### src/rtl/fpga_input_pio_pkg.sv
// Shared register indices and sizing helper for the debounced push-button PIO.
package fpga_input_pio_pkg;

    localparam logic [1:0] REG_DATA = 2'd0;
    localparam logic [1:0] REG_MASK = 2'd1;
    localparam logic [1:0] REG_EDGE = 2'd2;
    localparam logic [1:0] REG_RAW  = 2'd3;

    // At least one bit so a tiny debounce period still yields a legal counter.
    function automatic int cnt_width(input int cycles);
        int w;
        w = $clog2(cycles);
        return (w < 1) ? 1 : w;
    endfunction

endpackage

### src/rtl/fpga_input_pio_avs_if.sv
// Avalon-MM slave bus bundle as seen by the lightweight H2F bridge.
interface fpga_input_pio_avs_if;

    logic [1:0]  avs_address;
    logic        avs_read;
    logic        avs_write;
    logic [31:0] avs_writedata;
    logic [31:0] avs_readdata;

    modport master (
        output avs_address, avs_read, avs_write, avs_writedata,
        input  avs_readdata
    );

    modport slave (
        input  avs_address, avs_read, avs_write, avs_writedata,
        output avs_readdata
    );

endinterface

### src/rtl/pio_debounce.sv
// One button bit: 2-FF synchroniser, hold-time debounce counter and press pulse.
module pio_debounce
    import fpga_input_pio_pkg::*;
#(
    parameter int DEBOUNCE_CYCLES = 50000,
    parameter bit IDLE_HIGH       = 1'b1
) (
    input  logic clk,
    input  logic rst_n,
    input  logic pin_in,
    output logic synced,
    output logic stable,
    output logic press
);

    localparam int            CW   = cnt_width(DEBOUNCE_CYCLES);
    localparam logic [CW-1:0] TERM = CW'(DEBOUNCE_CYCLES - 1);

    logic          sync1_q, sync1_d;
    logic          sync2_q, sync2_d;
    logic          stable_q, stable_d;
    logic [CW-1:0] cnt_q, cnt_d;

    always_ff @(posedge clk or negedge rst_n) begin
        if (!rst_n) begin
            sync1_q  <= IDLE_HIGH;
            sync2_q  <= IDLE_HIGH;
            stable_q <= IDLE_HIGH;
            cnt_q    <= '0;
        end else begin
            sync1_q  <= sync1_d;
            sync2_q  <= sync2_d;
            stable_q <= stable_d;
            cnt_q    <= cnt_d;
        end
    end

    // The counter clears on terminal count, so it never wraps past TERM.
    always_comb begin
        sync1_d  = pin_in;
        sync2_d  = sync1_q;
        stable_d = stable_q;
        cnt_d    = cnt_q;
        press    = 1'b0;
        if (sync2_q == stable_q) begin
            cnt_d = '0;
        end else if (cnt_q == TERM) begin
            stable_d = sync2_q;
            cnt_d    = '0;
            press    = (sync2_q != IDLE_HIGH);
        end else begin
            cnt_d = cnt_q + 1'b1;
        end
    end

    assign synced = sync2_q;
    assign stable = stable_q;

endmodule

### src/rtl/fpga_input_pio_avs.sv
// Debounced button PIO on Avalon-MM: DATA/MASK/EDGE/RAW registers and a maskable level irq.
module fpga_input_pio_avs
    import fpga_input_pio_pkg::*;
#(
    parameter int WIDTH           = 3,
    parameter int DEBOUNCE_CYCLES = 50000,
    parameter int IDLE_HIGH       = 1
) (
    input  logic                  clk_clk,
    input  logic                  reset_reset_n,
    fpga_input_pio_avs_if.slave   avs,
    output logic                  irq,
    input  logic [WIDTH-1:0]      pins_in
);

    logic [WIDTH-1:0] synced, stable, press;

    for (genvar i = 0; i < WIDTH; i++) begin : g_bit
        pio_debounce #(
            .DEBOUNCE_CYCLES (DEBOUNCE_CYCLES),
            .IDLE_HIGH       (IDLE_HIGH != 0)
        ) u_debounce (
            .clk    (clk_clk),
            .rst_n  (reset_reset_n),
            .pin_in (pins_in[i]),
            .synced (synced[i]),
            .stable (stable[i]),
            .press  (press[i])
        );
    end

    logic [WIDTH-1:0] mask_q, mask_d;
    logic [WIDTH-1:0] edge_q, edge_d;
    logic [31:0]      readdata_q, readdata_d;
    logic             irq_q, irq_d;
    logic [31:0]      rd_word;
    logic             unused_wd;

    assign unused_wd = ^avs.avs_writedata[31:WIDTH];

    always_ff @(posedge clk_clk or negedge reset_reset_n) begin
        if (!reset_reset_n) begin
            mask_q     <= '0;
            edge_q     <= '0;
            readdata_q <= '0;
            irq_q      <= 1'b0;
        end else begin
            mask_q     <= mask_d;
            edge_q     <= edge_d;
            readdata_q <= readdata_d;
            irq_q      <= irq_d;
        end
    end

    // Presses are OR-ed in after the W1C clear so a same-cycle capture wins.
    always_comb begin
        mask_d = mask_q;
        edge_d = edge_q;
        if (avs.avs_write && avs.avs_address == REG_MASK) begin
            mask_d = avs.avs_writedata[WIDTH-1:0];
        end
        if (avs.avs_write && avs.avs_address == REG_EDGE) begin
            edge_d = edge_q & ~avs.avs_writedata[WIDTH-1:0];
        end
        edge_d = edge_d | press;
        irq_d  = |(edge_q & mask_q);
    end

    always_comb begin
        rd_word = '0;
        case (avs.avs_address)
            REG_DATA: rd_word[WIDTH-1:0] = stable;
            REG_MASK: rd_word[WIDTH-1:0] = mask_q;
            REG_EDGE: rd_word[WIDTH-1:0] = edge_q;
            default:  rd_word[WIDTH-1:0] = synced;
        endcase
        readdata_d = avs.avs_read ? rd_word : readdata_q;
    end

    assign avs.avs_readdata = readdata_q;
    assign irq              = irq_q;

endmodule

### src/flat_wrapper.sv
// flat-port wrapper written by rule: the top's interface ports become plain ports
module fpga_input_pio_avs_flat import fpga_input_pio_pkg::*;
#(
    parameter int WIDTH           = 3,
    parameter int DEBOUNCE_CYCLES = 50000,
    parameter int IDLE_HIGH       = 1
)
  (clk_clk, reset_reset_n, irq, pins_in, avs_avs_address, avs_avs_read, avs_avs_write, avs_avs_writedata, avs_avs_readdata);
  fpga_input_pio_avs_if avs_i ();
  input  logic clk_clk;
  input  logic reset_reset_n;
  output logic irq;
  input  logic [WIDTH-1:0] pins_in;
  input wire logic [$bits(avs_i.avs_address)-1:0] avs_avs_address;
  input wire logic [$bits(avs_i.avs_read)-1:0] avs_avs_read;
  input wire logic [$bits(avs_i.avs_write)-1:0] avs_avs_write;
  input wire logic [$bits(avs_i.avs_writedata)-1:0] avs_avs_writedata;
  output wire logic [$bits(avs_i.avs_readdata)-1:0] avs_avs_readdata;
  assign avs_i.avs_address = avs_avs_address;
  assign avs_i.avs_read = avs_avs_read;
  assign avs_i.avs_write = avs_avs_write;
  assign avs_i.avs_writedata = avs_avs_writedata;
  assign avs_avs_readdata = avs_i.avs_readdata;
  fpga_input_pio_avs #(.WIDTH(WIDTH), .DEBOUNCE_CYCLES(DEBOUNCE_CYCLES), .IDLE_HIGH(IDLE_HIGH)) u_core (.clk_clk(clk_clk), .reset_reset_n(reset_reset_n), .avs(avs_i), .irq(irq), .pins_in(pins_in));
endmodule
### config.mk
export PLATFORM = sky130hd
export DESIGN_NAME = fpga_input_pio_avs_flat
export DESIGN_NICKNAME = d
export VERILOG_FILES = /design/src/rtl/fpga_input_pio_pkg.sv /design/src/rtl/fpga_input_pio_avs_if.sv /design/src/rtl/pio_debounce.sv /design/src/rtl/fpga_input_pio_avs.sv /design/src/flat_wrapper.sv
export SDC_FILE = /design/constraint.sdc
export NUM_CORES = 1
export LEC_CHECK = 0
export CAP_MARGIN = 0
export CORE_UTILIZATION = 50
export CTS_CLUSTER_DIAMETER = 120
export DETAILED_ROUTE_END_ITERATION = 8
export HOLD_SLACK_MARGIN = 0.05
export PLACE_DENSITY = 0.78
export SLEW_MARGIN = 20
export SYNTH_ARGS = -nofsm -noshare
export SYNTH_HDL_FRONTEND = slang
export SYNTH_SLANG_ARGS = --single-unit
### constraint.sdc
create_clock -name clk_clk -period 3 [get_ports clk_clk]
set_clock_uncertainty 0.05 [all_clocks]
set_input_delay 0.3 -clock clk_clk [delete_from_list [all_inputs] [get_ports clk_clk]]
set_output_delay 0.3 -clock clk_clk [all_outputs]
set_load 0.005 [all_outputs]
==> metrics.yaml <==
fin_hold_ws_ns: 0.3084
io_pins: 74
r2r_slack_ns: 1.01
finalHoldViolCount: 0
nets: 388
final_core_util: 0.5658
finalSetupTns_ns: 0
critPathBufInv: 0
cellPowerDensity_nw_per_um2: 469.2
maxCapViolCount: 0
synth.top_cell.area_share: 0.4369
status: "finished, final reports clean"
cts.path.max_buffers: 2
required_ns: 3.21
ys_dominant_reg_cell: "dfrtp_1"
final_common_cell: "dfrtp_1"
dp_hpwl_um: 4008
areaGrowthSynthToFinish_pct: 8.776
setup_ws_ns: 1.006
end_kind: "flop"
power_switching_uw: 405.4
slew_violations: 0
overflow: 0
cts_root_buf: "clkbuf_8"
max_stage_delay_ns: 0.60
fin_crit_ns: 1.994
seq_area_frac_synth: 0.5081
final_cell_mix: "dfrtp_1 (58), nor2_1 (49), xnor2_1 (35)"
switching_share: 0.2391
drive_above_1_share: 0.1060
rsz0062_at_grt: "no"
p_int_mw: 1.290
synth-seq-cells: 67
die_x_um: 83.51
cts_buffers: 9
rows: 29
slew_headroom: 0.6416
cts_resized: 0
synthDistinctLibCells: 37
fp.coreArea_sq_um: 6386
routed_via_density: 5.296
critPathTopFamily: "simple AND/OR/NAND/NOR gates"
grt_pass1_vias: 2212
clk_pin_slew_ns: 0.07
power.share.sequential: 0.568
cts_sinks: 67
gp_congestion: 0.7520
p_leak_nw: 1.498
grt_max_degree: 26
grt_util_all_layers: 0.1818
dp_slack_ns: 1.012
io_buffers: 15
start_util: 0.5202
finalCritPeriodShare: 0.6647
cts_max_level: 3
dr.pass1.iters: 4
crit_slowest_cell: "or4_4"
crit_fanout: 6
tightest_slew_ns: 0.5377
path_class: "reg -> reg"
fmax_mhz: 501.5
route.detailed.drc: 0
cts_tree: "built"
fillerInstances: 541
yosysTopAreaCell: "dfrtp_1"
worstSetupStartpointType: "flop"
syn_inst: 319
synth.area.top_cells: "dfrtp_1 (44%), xnor2_1 (9.2%), dfstp_2 (7.1%)"
wirelength_um: 5770
hold_class: "reg -> reg"
multiInputGateArea_sq_um: 1454
die_area_sq_um: 6974
mappedNetlistArea_sq_um: 3322
antenna_found_initial: 0
seqCellArea_sq_um: 1688
insertion_delay_ns: 0.33
post_drt_wl_per_cell_um: 13.54
ir_worst_vdd_mv: 0.2957
pwr-share-clk: 0.365
comb_power_share: 0.067
ys_async_sr_fraction: 1.000
die_y_um: 83.51
drt_iter0_markers: 90
grt_pass1_wl_um: 10120
setup_viol: 0
yosys_warnings: 0
synth_area_per_cell_sq_um: 10.41
synth_edf_count: 0
vias: 2256
antenna_left: 0
path_cells: "or4b_1 > or4_4 > mux2_4"
n_antenna_cell: 0
worstPathArrival_ns: 2.21
[worst register-to-register path, stage by stage (launching register included)]
cell     delay (ns)
dfrtp_1        0.44
or4b_1         0.53
or4_4          0.60
mux2_4         0.31
[registers in the layout (all words and copies together), names as in the netlist]
signal                           cells
u_core.edge_q                        3
u_core.g_bit.u_debounce.sync1_q      3
u_core.g_bit.u_debounce.stable       3
u_core.mask_q                        3
u_core.irq                           1
u_core.g_bit.u_debounce.cnt_q       48
u_core.g_bit.u_debounce.synced       3
u_core.avs.avs_readdata              3
[timing repair]
item                      in CTS  in global routing
hold buffers                   1                  0
setup buffers                  0                  0
hold endpoints to repair      17                  0
[power groups by stage]
stage          Combinational (mW)  Sequential, mW  Clock, mW
2_1_floorplan              0.0820           0.972          0
3_3_place_gp                0.111           0.976          0
3_5_place_dp                0.115           0.978          0
4_1_cts                     0.116           0.962      0.637
5_1_grt                     0.130           0.965      0.678
6_report                    0.114           0.963      0.619
[cell families (layout without fill, tap and decap cells)]
family / Yosys count / count (layout) / share of synthesized area
xor+xnor: 44 / 44 / 0.1160
flops: 67 / 67 / 0.5081
simple gates: 138 / 138 / 0.2154
compound gates: 12 / 12 / 0.02034
buf+inv: 45 / 47 / 0.08587
fa+ha+maj: 3 / 3 / 0.01130
other cells: 1 / 29 / 0.001129
mux: 9 / 9 / 0.04180
[final cells by class]
class,count,share of cell area
clock buffers,13,0.03843
clock inverters,3,0.004848
inverters,13,0.01350
multi-input cells,235,0.4024
flip-flops and latches,67,0.4671
well taps,77,0.02666
repair buffers,18,0.04709
[worst paths after layout]
check | startpoint | endpoint | depth (start not counted)
worst max-delay path | u_core.g_bit[0].u_debounce.cnt_q[7] | u_core.g_bit[0].u_debounce.stable | 3
worst min-delay path | u_core.g_bit[2].u_debounce.sync1_q | u_core.g_bit[2].u_debounce.synced | 0
worst max register to register | u_core.g_bit[0].u_debounce.cnt_q[7] | u_core.g_bit[0].u_debounce.stable | 3
worst min register to register | u_core.g_bit[2].u_debounce.sync1_q | u_core.g_bit[2].u_debounce.synced | 0
max in group asynchronous | reset_reset_n | u_core.g_bit[1].u_debounce.synced | 3
min in group asynchronous | reset_reset_n | u_core.g_bit[2].u_debounce.cnt_q[1] | 2
[cell usage after synthesis (2+ instances only)]
cell and number:
dfrtp_1 58, nor2_1 49, xnor2_1 35, buf_4 29, nand3_1 16, inv_1 13, nand2_1 13, nor3_1 13
nand4_1 12, nor4_1 11, dfstp_2 9, o21ai_0 9, xor2_1 9, mux2_2 5, nor4bb_1 4, and3_1 3
ha_1 3, mux4_2 3, nand2b_1 3, nand3b_1 3, and2_1 2, or4b_1 2
[through the flow]
stage | cell area, sq um | power [mW] | std cells
6_report | 3613 | 1.695 | 426
5_1_grt | 3613 | 1.773 | 426
4_1_cts | 3613 | 1.715 | 426
2_1_floorplan | 3427 | 1.054 | 347
3_5_place_dp | 3447 | 1.093 | 409
3_3_place_gp | 3447 | 1.086 | 409
[routing by layer]
layer | track usage | routed length [um]
met5 | 0 | 0
met2 | 0.2899 | 2769
met4 | 0.08166 | 102
met1 | 0.2401 | 2692
met3 | 0.03858 | 205
(Power assumes the default switching activity.)
